**src/rtl/ctrl_pkg.sv**
```systemverilog
// Shared types and constants for the picture transfer controller.
// Imported by the top level and the byte serializer.
package ctrl_pkg;

  localparam int WORD_WIDTH     = 32;
  localparam int BYTES_PER_WORD = 4;
  localparam int BYTE_IDX_WIDTH = 2;

  typedef enum logic [2:0] {
    LOAD,
    START,
    COMPUTE,
    FETCH,
    LATCH,
    SEND,
    GAP
  } state_t;

endpackage

```
**src/rtl/word_to_byte_tx.sv**
```systemverilog
// Holds one 32-bit word and presents it LSB-first, one byte per
// stb/ack exchange; the caller's FSM inserts the idle gap cycles.
module word_to_byte_tx
  import ctrl_pkg::*;
(
  input  logic                  clk,
  input  logic                  rst_n,
  input  logic                  load,
  input  logic [WORD_WIDTH-1:0] word,
  input  logic                  send,
  input  logic                  tx_ack,
  output logic [7:0]            tx_byte,
  output logic                  tx_stb,
  output logic                  byte_acked,
  output logic                  word_sent
);

  localparam logic [BYTE_IDX_WIDTH-1:0] K_LAST =
    BYTE_IDX_WIDTH'(BYTES_PER_WORD - 1);

  logic [WORD_WIDTH-1:0]     word_q;
  logic [BYTE_IDX_WIDTH-1:0] k_q;

  always_ff @(posedge clk) begin
    if (!rst_n) begin
      word_q <= '0;
      k_q    <= '0;
    end else if (load) begin
      word_q <= word;
      k_q    <= '0;
    end else if (byte_acked) begin
      k_q <= k_q + 1'b1;
    end
  end

  // Acks outside an active byte window are dropped here.
  assign byte_acked = send & tx_ack;
  assign word_sent  = byte_acked && (k_q == K_LAST);
  assign tx_stb     = send;
  assign tx_byte    = send ? word_q[{k_q, 3'b000} +: 8] : '0;

endmodule

```
**src/rtl/picture_transfer_ctrl.sv**
```systemverilog
// Packs received picture bytes into memory, kicks the accelerator,
// then streams the result region back out byte by byte.
module picture_transfer_ctrl
  import ctrl_pkg::*;
#(
  parameter int P_IMAGE_WORDS   = 25344,
  parameter int P_RESULT_OFFSET = 25344,
  parameter int P_ADDR_WIDTH    = 16
) (
  input  logic                    clk,
  input  logic                    rst_n,
  input  logic [7:0]              rx_byte,
  input  logic                    rx_stb,
  output logic [7:0]              tx_byte,
  output logic                    tx_stb,
  input  logic                    tx_ack,
  output logic                    mem_en,
  output logic                    mem_we,
  output logic [P_ADDR_WIDTH-1:0] mem_addr,
  output logic [WORD_WIDTH-1:0]   mem_dataW,
  input  logic [WORD_WIDTH-1:0]   mem_dataR,
  output logic                    start,
  input  logic                    finish,
  output logic                    busy,
  output logic                    done
);

  localparam logic [P_ADDR_WIDTH-1:0] LAST_IDX =
    P_ADDR_WIDTH'(P_IMAGE_WORDS - 1);
  localparam logic [P_ADDR_WIDTH-1:0] RES_OFFS =
    P_ADDR_WIDTH'(P_RESULT_OFFSET);

  state_t state_q, state_d;

  logic [P_ADDR_WIDTH-1:0]   word_idx_q;
  logic [BYTE_IDX_WIDTH-1:0] byte_idx_q;
  logic [23:0]               pack_q;
  logic [WORD_WIDTH-1:0]     wdata_q;
  logic                      wr_pend_q;
  logic                      done_q;

  logic last_word;
  logic rx_take;
  logic fetch;
  logic byte_acked;
  logic word_sent;

  assign last_word = (word_idx_q == LAST_IDX);
  assign rx_take   = (state_q == LOAD) && rx_stb;
  assign fetch     = (state_q == FETCH);

  always_ff @(posedge clk) begin
    if (!rst_n) state_q <= LOAD;
    else        state_q <= state_d;
  end

  always_comb begin
    state_d = state_q;
    unique case (state_q)
      LOAD:    if (wr_pend_q && last_word) state_d = START;
      START:   state_d = COMPUTE;
      COMPUTE: if (finish) state_d = FETCH;
      FETCH:   state_d = LATCH;
      LATCH:   state_d = SEND;
      SEND: begin
        if (word_sent)       state_d = last_word ? LOAD : FETCH;
        else if (byte_acked) state_d = GAP;
      end
      GAP:     state_d = SEND;
      default: state_d = LOAD;
    endcase
  end

  // The 4th byte bypasses the pack register so the next word
  // can start filling in the same cycle its predecessor is written.
  always_ff @(posedge clk) begin
    if (!rst_n) begin
      word_idx_q <= '0;
      byte_idx_q <= '0;
      pack_q     <= '0;
      wdata_q    <= '0;
      wr_pend_q  <= 1'b0;
      done_q     <= 1'b0;
    end else begin
      wr_pend_q <= 1'b0;
      done_q    <= 1'b0;
      if (rx_take) begin
        unique case (byte_idx_q)
          2'd0: pack_q[7:0]   <= rx_byte;
          2'd1: pack_q[15:8]  <= rx_byte;
          2'd2: pack_q[23:16] <= rx_byte;
          default: begin
            wdata_q   <= {rx_byte, pack_q};
            wr_pend_q <= 1'b1;
          end
        endcase
        byte_idx_q <= byte_idx_q + 1'b1;
      end
      if (wr_pend_q) begin
        word_idx_q <= last_word ? '0 : word_idx_q + 1'b1;
      end
      if (state_q == START) begin
        word_idx_q <= '0;
        byte_idx_q <= '0;
      end
      if ((state_q == SEND) && word_sent) begin
        if (last_word) begin
          word_idx_q <= '0;
          done_q     <= 1'b1;
        end else begin
          word_idx_q <= word_idx_q + 1'b1;
        end
      end
    end
  end

  word_to_byte_tx u_tx (
    .clk        (clk),
    .rst_n      (rst_n),
    .load       (state_q == LATCH),
    .word       (mem_dataR),
    .send       (state_q == SEND),
    .tx_ack     (tx_ack),
    .tx_byte    (tx_byte),
    .tx_stb     (tx_stb),
    .byte_acked (byte_acked),
    .word_sent  (word_sent)
  );

  always_comb begin
    mem_addr = '0;
    unique case (1'b1)
      wr_pend_q: mem_addr = word_idx_q;
      fetch:     mem_addr = RES_OFFS + word_idx_q;
      default:   mem_addr = '0;
    endcase
  end

  assign mem_en    = wr_pend_q | fetch;
  assign mem_we    = wr_pend_q;
  assign mem_dataW = wr_pend_q ? wdata_q : '0;
  assign start     = (state_q == START);
  assign busy      = (state_q != LOAD);
  assign done      = done_q;

endmodule

```
**config.mk**
```make
export PLATFORM = sky130hd
export DESIGN_NAME = picture_transfer_ctrl
export DESIGN_NICKNAME = d
export VERILOG_FILES = /design/src/rtl/ctrl_pkg.sv /design/src/rtl/word_to_byte_tx.sv /design/src/rtl/picture_transfer_ctrl.sv
export SDC_FILE = /design/constraint.sdc
export NUM_CORES = 1
export LEC_CHECK = 0
export CORE_MARGIN = 2
export CORE_UTILIZATION = 30
export CTS_BUF_LIST = sky130_fd_sc_hd__clkbuf_16
export DETAILED_ROUTE_END_ITERATION = 10
export SLEW_MARGIN = 15
export SYNTH_ARGS = -nofsm -noshare
export SYNTH_HDL_FRONTEND = slang
export SYNTH_SLANG_ARGS = --single-unit
```
**constraint.sdc**
```tcl
create_clock -name clk -period 4.9 [get_ports clk]
set_input_delay 0.735 -clock clk [delete_from_list [all_inputs] [get_ports clk]]
set_output_delay 0.735 -clock clk [all_outputs]
set_load 0.02 [all_outputs]
```
==> summary.md <==
| Metric | Value |
|---|---|
| Vias | 4821 |
| Clock transition at path regs | around 0.05 ns |
| Share of layout cells above drive strength 1 | around 6.6% |
| Die Width | 136 microns |
| Drt via density | 4.85 |
| Post-CTS Setup Repair Bufs | 0 |
| Setup CP Type | flip-flop to output pin |
| Pleak | approximately 2.3 nW |
| Syn Nets | 731 |
| Max-slew violation count | 0 |
| Latest clock arrival within the worst-skew pair | around 0.42 ns |
| Clock network power share | 43.9% |
| Drt wl/cell | approximately 14 microns |
| Final setup fails | 0 |
| GPL Wtd Cong | 0.804 |
| Post-Synthesis Cells | about 680 |
| Top fanout value on the critical path | 11 |
| Final setup skew | slightly below 0.006 ns |
| Crit share post-route | 67.1% |
| Die footprint | about 0.018 sq mm |
| Slew Limit Headroom | between 50% and 60% |
| Initial Utilization | 30.4% |
| Minimum clock period | 3.29 ns |
| Clock Tree Buf Depth | 2 |
| Min Hold Slack | 0.449 ns |
| Final cell count without fillers | between 900 and 1000 |
| Congestion Overflow GR | 0 |
| ANT nets after route | 0 |
| Number of port buffers | roughly 110 |
| CP max stage cell | clkdlybuf4s50_1 |
| DIE HEIGHT | between 100 and 150 microns |
| Net Switching | 0.000752 W |
| Sw Share | roughly 29% |
| Crit path largest cell delay | about 0.64 ns |
| Worst setup SP type | flip-flop |
| Vias in the first global route | roughly 4600 |
| EDFF count, synth | 0 |
| Placed insts | around 960 |
| Worst Tran Pin Value | between 0.7 and 0.8 ns |
| Yosys reg bits | 113 |
| Maxcap violations | 0 |
| Pre-antenna DRT Iters | 4 |
| IO Count | 107 |
| Worst VDD drop | ~0.30 mV |
| Pin count of the biggest net entering global routing | 45 |
| Post-synth ARST share | 0% |
| Core Util, Final | roughly two fifths |
| Worst setup EP type | output pin |
| Rows | 48 |
| Sequential share of the synthesized area | between 40 and 50% |
| Mapped Avg Cell Area | around 7.7 sq um |
| Clock Sinks | 113 |
| Num CTS Buffers | 17 |
| Cell-internal power | 0.00188 W |
| PwrDens | 379 mW/mm^2 |
| # DRC | 0 |
| Mapped Area | 0.00521 sq mm |
| Ant diodes | 0 |
| Starting DRT DRC Count | about 280 |
| Routed WL | approximately 14000 microns |
| Post_cts resized | 0 |
| HPWL after DPL | just over 9000 microns |
| Yosys cell types | 44 |
| Root Buffer | clkbuf_16 |
| Core area | 0.0171 sq mm |
| Status | finished, final reports clean |
| First-pass GRT wire length | between 20000 and 25000 microns |
| Top_reg_cell synth | dfxtp_1 |
| Final Hold Fails | 0 |
| Sequential Power Share | 39.1% |
| Worst hold path class | flip-flop to flip-flop |
| Synth warn | 0 |
| Initial antenna violation count | 0 |
| Syn-to-layout area delta | 33.3% |
| TritonCTS clock tree | done |
| Hold buffers post-CTS | 0 |
| Tot Pwr | 0.00263 W |
| Max Clk Rate | between 0.3 and 0.4 GHz |
| H-tree lvl count | 4 |
| Setup TNS Final | 0 ns |
| Final #Nets | 811 |
| Combinational Power Share | 17.0% |
| CP cell instances | and3_1, a21boi_0, o31ai_1, o21ai_0, clkdlybuf4s50_1 |
| RSZ-0062 raised after global routing | no |
| Worst EP arrival | 2.55 ns |
| GRT Total Usage | approximately 16% |
| Worst EP required | between 4 and 5 ns |
## state kept, by name (all words and copies together) (netlist names)
signal / flops
u_tx.k_q: 2
byte_idx_q: 2
done: 1
pack_q: 24
wdata_q: 32
word_idx_q: 16
u_tx.word_q: 32
mem_we: 1
state_q: 3
## per-stage QoR
stage          instance area (sq um)  setup WS (ns)
2_1_floorplan                   5210           2.47
3_3_place_gp                    6390           2.02
3_5_place_dp                    6390           2.00
4_1_cts                         6940           1.59
5_1_grt                         6950           1.44
6_report                        6950           1.61
## cells by family after synthesis
group	after synthesis	share of synthesized area, %
AO/OA/AOI/OAI	140	14.5
XOR/XNOR	6	1.01
adder cells (fa/ha/maj)	9	2.16
buffers and inverters	63	4.90
flip-flops	113	43.4
multiplexers	10	3.84
AND/OR/NAND/NOR	336	30.2
## final cells by class
class | instances | area (sq um)
Clock inverter | 13 | 123
Timing Repair Buffer | 113 | 1110
Fill cell | 1804 | 10200
Clock buffer | 17 | 425
Inverter | 11 | 41.3
Sequential cell | 113 | 2260
Tap cell | 225 | 282
Multi-Input combinational cell | 501 | 2700
## power by group through the flow
stage,clock network (W),logic [W],registers (W)
floorplan,0,0.000321,0.00102
global placement,0,0.000443,0.00105
detailed placement,0,0.000447,0.00105
CTS,0.00118,0.000450,0.00103
global route,0.00122,0.000504,0.00104
finish,0.00115,0.000448,0.00103
## final timing paths
path                                    start                        to  slack (ns)  cells past startpoint
setup / recovery  word_idx_q[10]$_SDFFE_PN0P_              mem_addr[15]        1.61                      5
setup reg to reg      state_q[2]$_SDFFE_PN0P_  wdata_q[24]$_SDFFE_PN0P_        2.42                      7
hold / removal       wdata_q[23]$_SDFFE_PN0P_  wdata_q[23]$_SDFFE_PN0P_        0.45                      2
hold reg to reg      wdata_q[23]$_SDFFE_PN0P_  wdata_q[23]$_SDFFE_PN0P_        0.45                      2
## cell usage in the layout, fill, tap and decap left out, types with 5 or more instances in the layout
| master | n |
|---|---|
| dfxtp_1 | 113 |
| nor2_1 | 19 |
| mux4_2 | 8 |
| and2_1 | 45 |
| nand3_1 | 40 |
| buf_4 | 7 |
| nand2_1 | 176 |
| or3_1 | 6 |
| o21ai_0 | 25 |
| clkdlybuf4s50_1 | 106 |
| a21oi_1 | 96 |
| nor3_1 | 13 |
| ha_1 | 9 |
| nor4_1 | 5 |
| and3_1 | 5 |
| clkbuf_16 | 17 |
| a31oi_1 | 5 |
| inv_1 | 11 |
| nor2b_1 | 8 |
## synthesized netlist by cell type (2+ instances only)
cell        n  area [sq um]
buf_4       2          15.0
o21ai_0    25           125
a21oi_1    96           480
nor2b_1     8          50.1
inv_1      10          37.5
a21o_1      2          15.0
o31a_1      4          35.0
ha_1        9           113
xnor2_1     3          26.3
buf_2       9          45.0
mux2i_1     2          20.0
o31ai_1     2          15.0
xor2_1      3          26.3
clkbuf_1   40           150
nor3_1     13          65.1
nand3_1    40           200
nor4_1      5          31.3
and2_1     45           282
nor2_1     20          75.1
or3_1       6          37.5
mux4_2      8           180
nand2_1   177           664
nand2b_1    4          25.0
nand4_1     4          25.0
and3_1      5          31.3
a31oi_1     5          31.3
dfxtp_1   113          2260
## layer usage
metal | vias up | part of all wire (%) | global-route usage [%]
met3 | 17 | 4.4 | 4.38
met1 | 2280 | 47 | 19.7
met4 | 0 | 1.4 | 5.73
li1 | 2431 | - | -
met5 | - | 0 | 0
met2 | 93 | 47 | 25.5
## worst max-delay path, delay by kind of cell, from the launching register on
family                 cells  cell delay (ns)
AOI/OAI and AO/OA          3             0.71
buffers and inverters      1             0.64
DFF                        1             0.53
and+or+nand+nor            1             0.25
No activity file was read; power rests on OpenSTA's default activity.
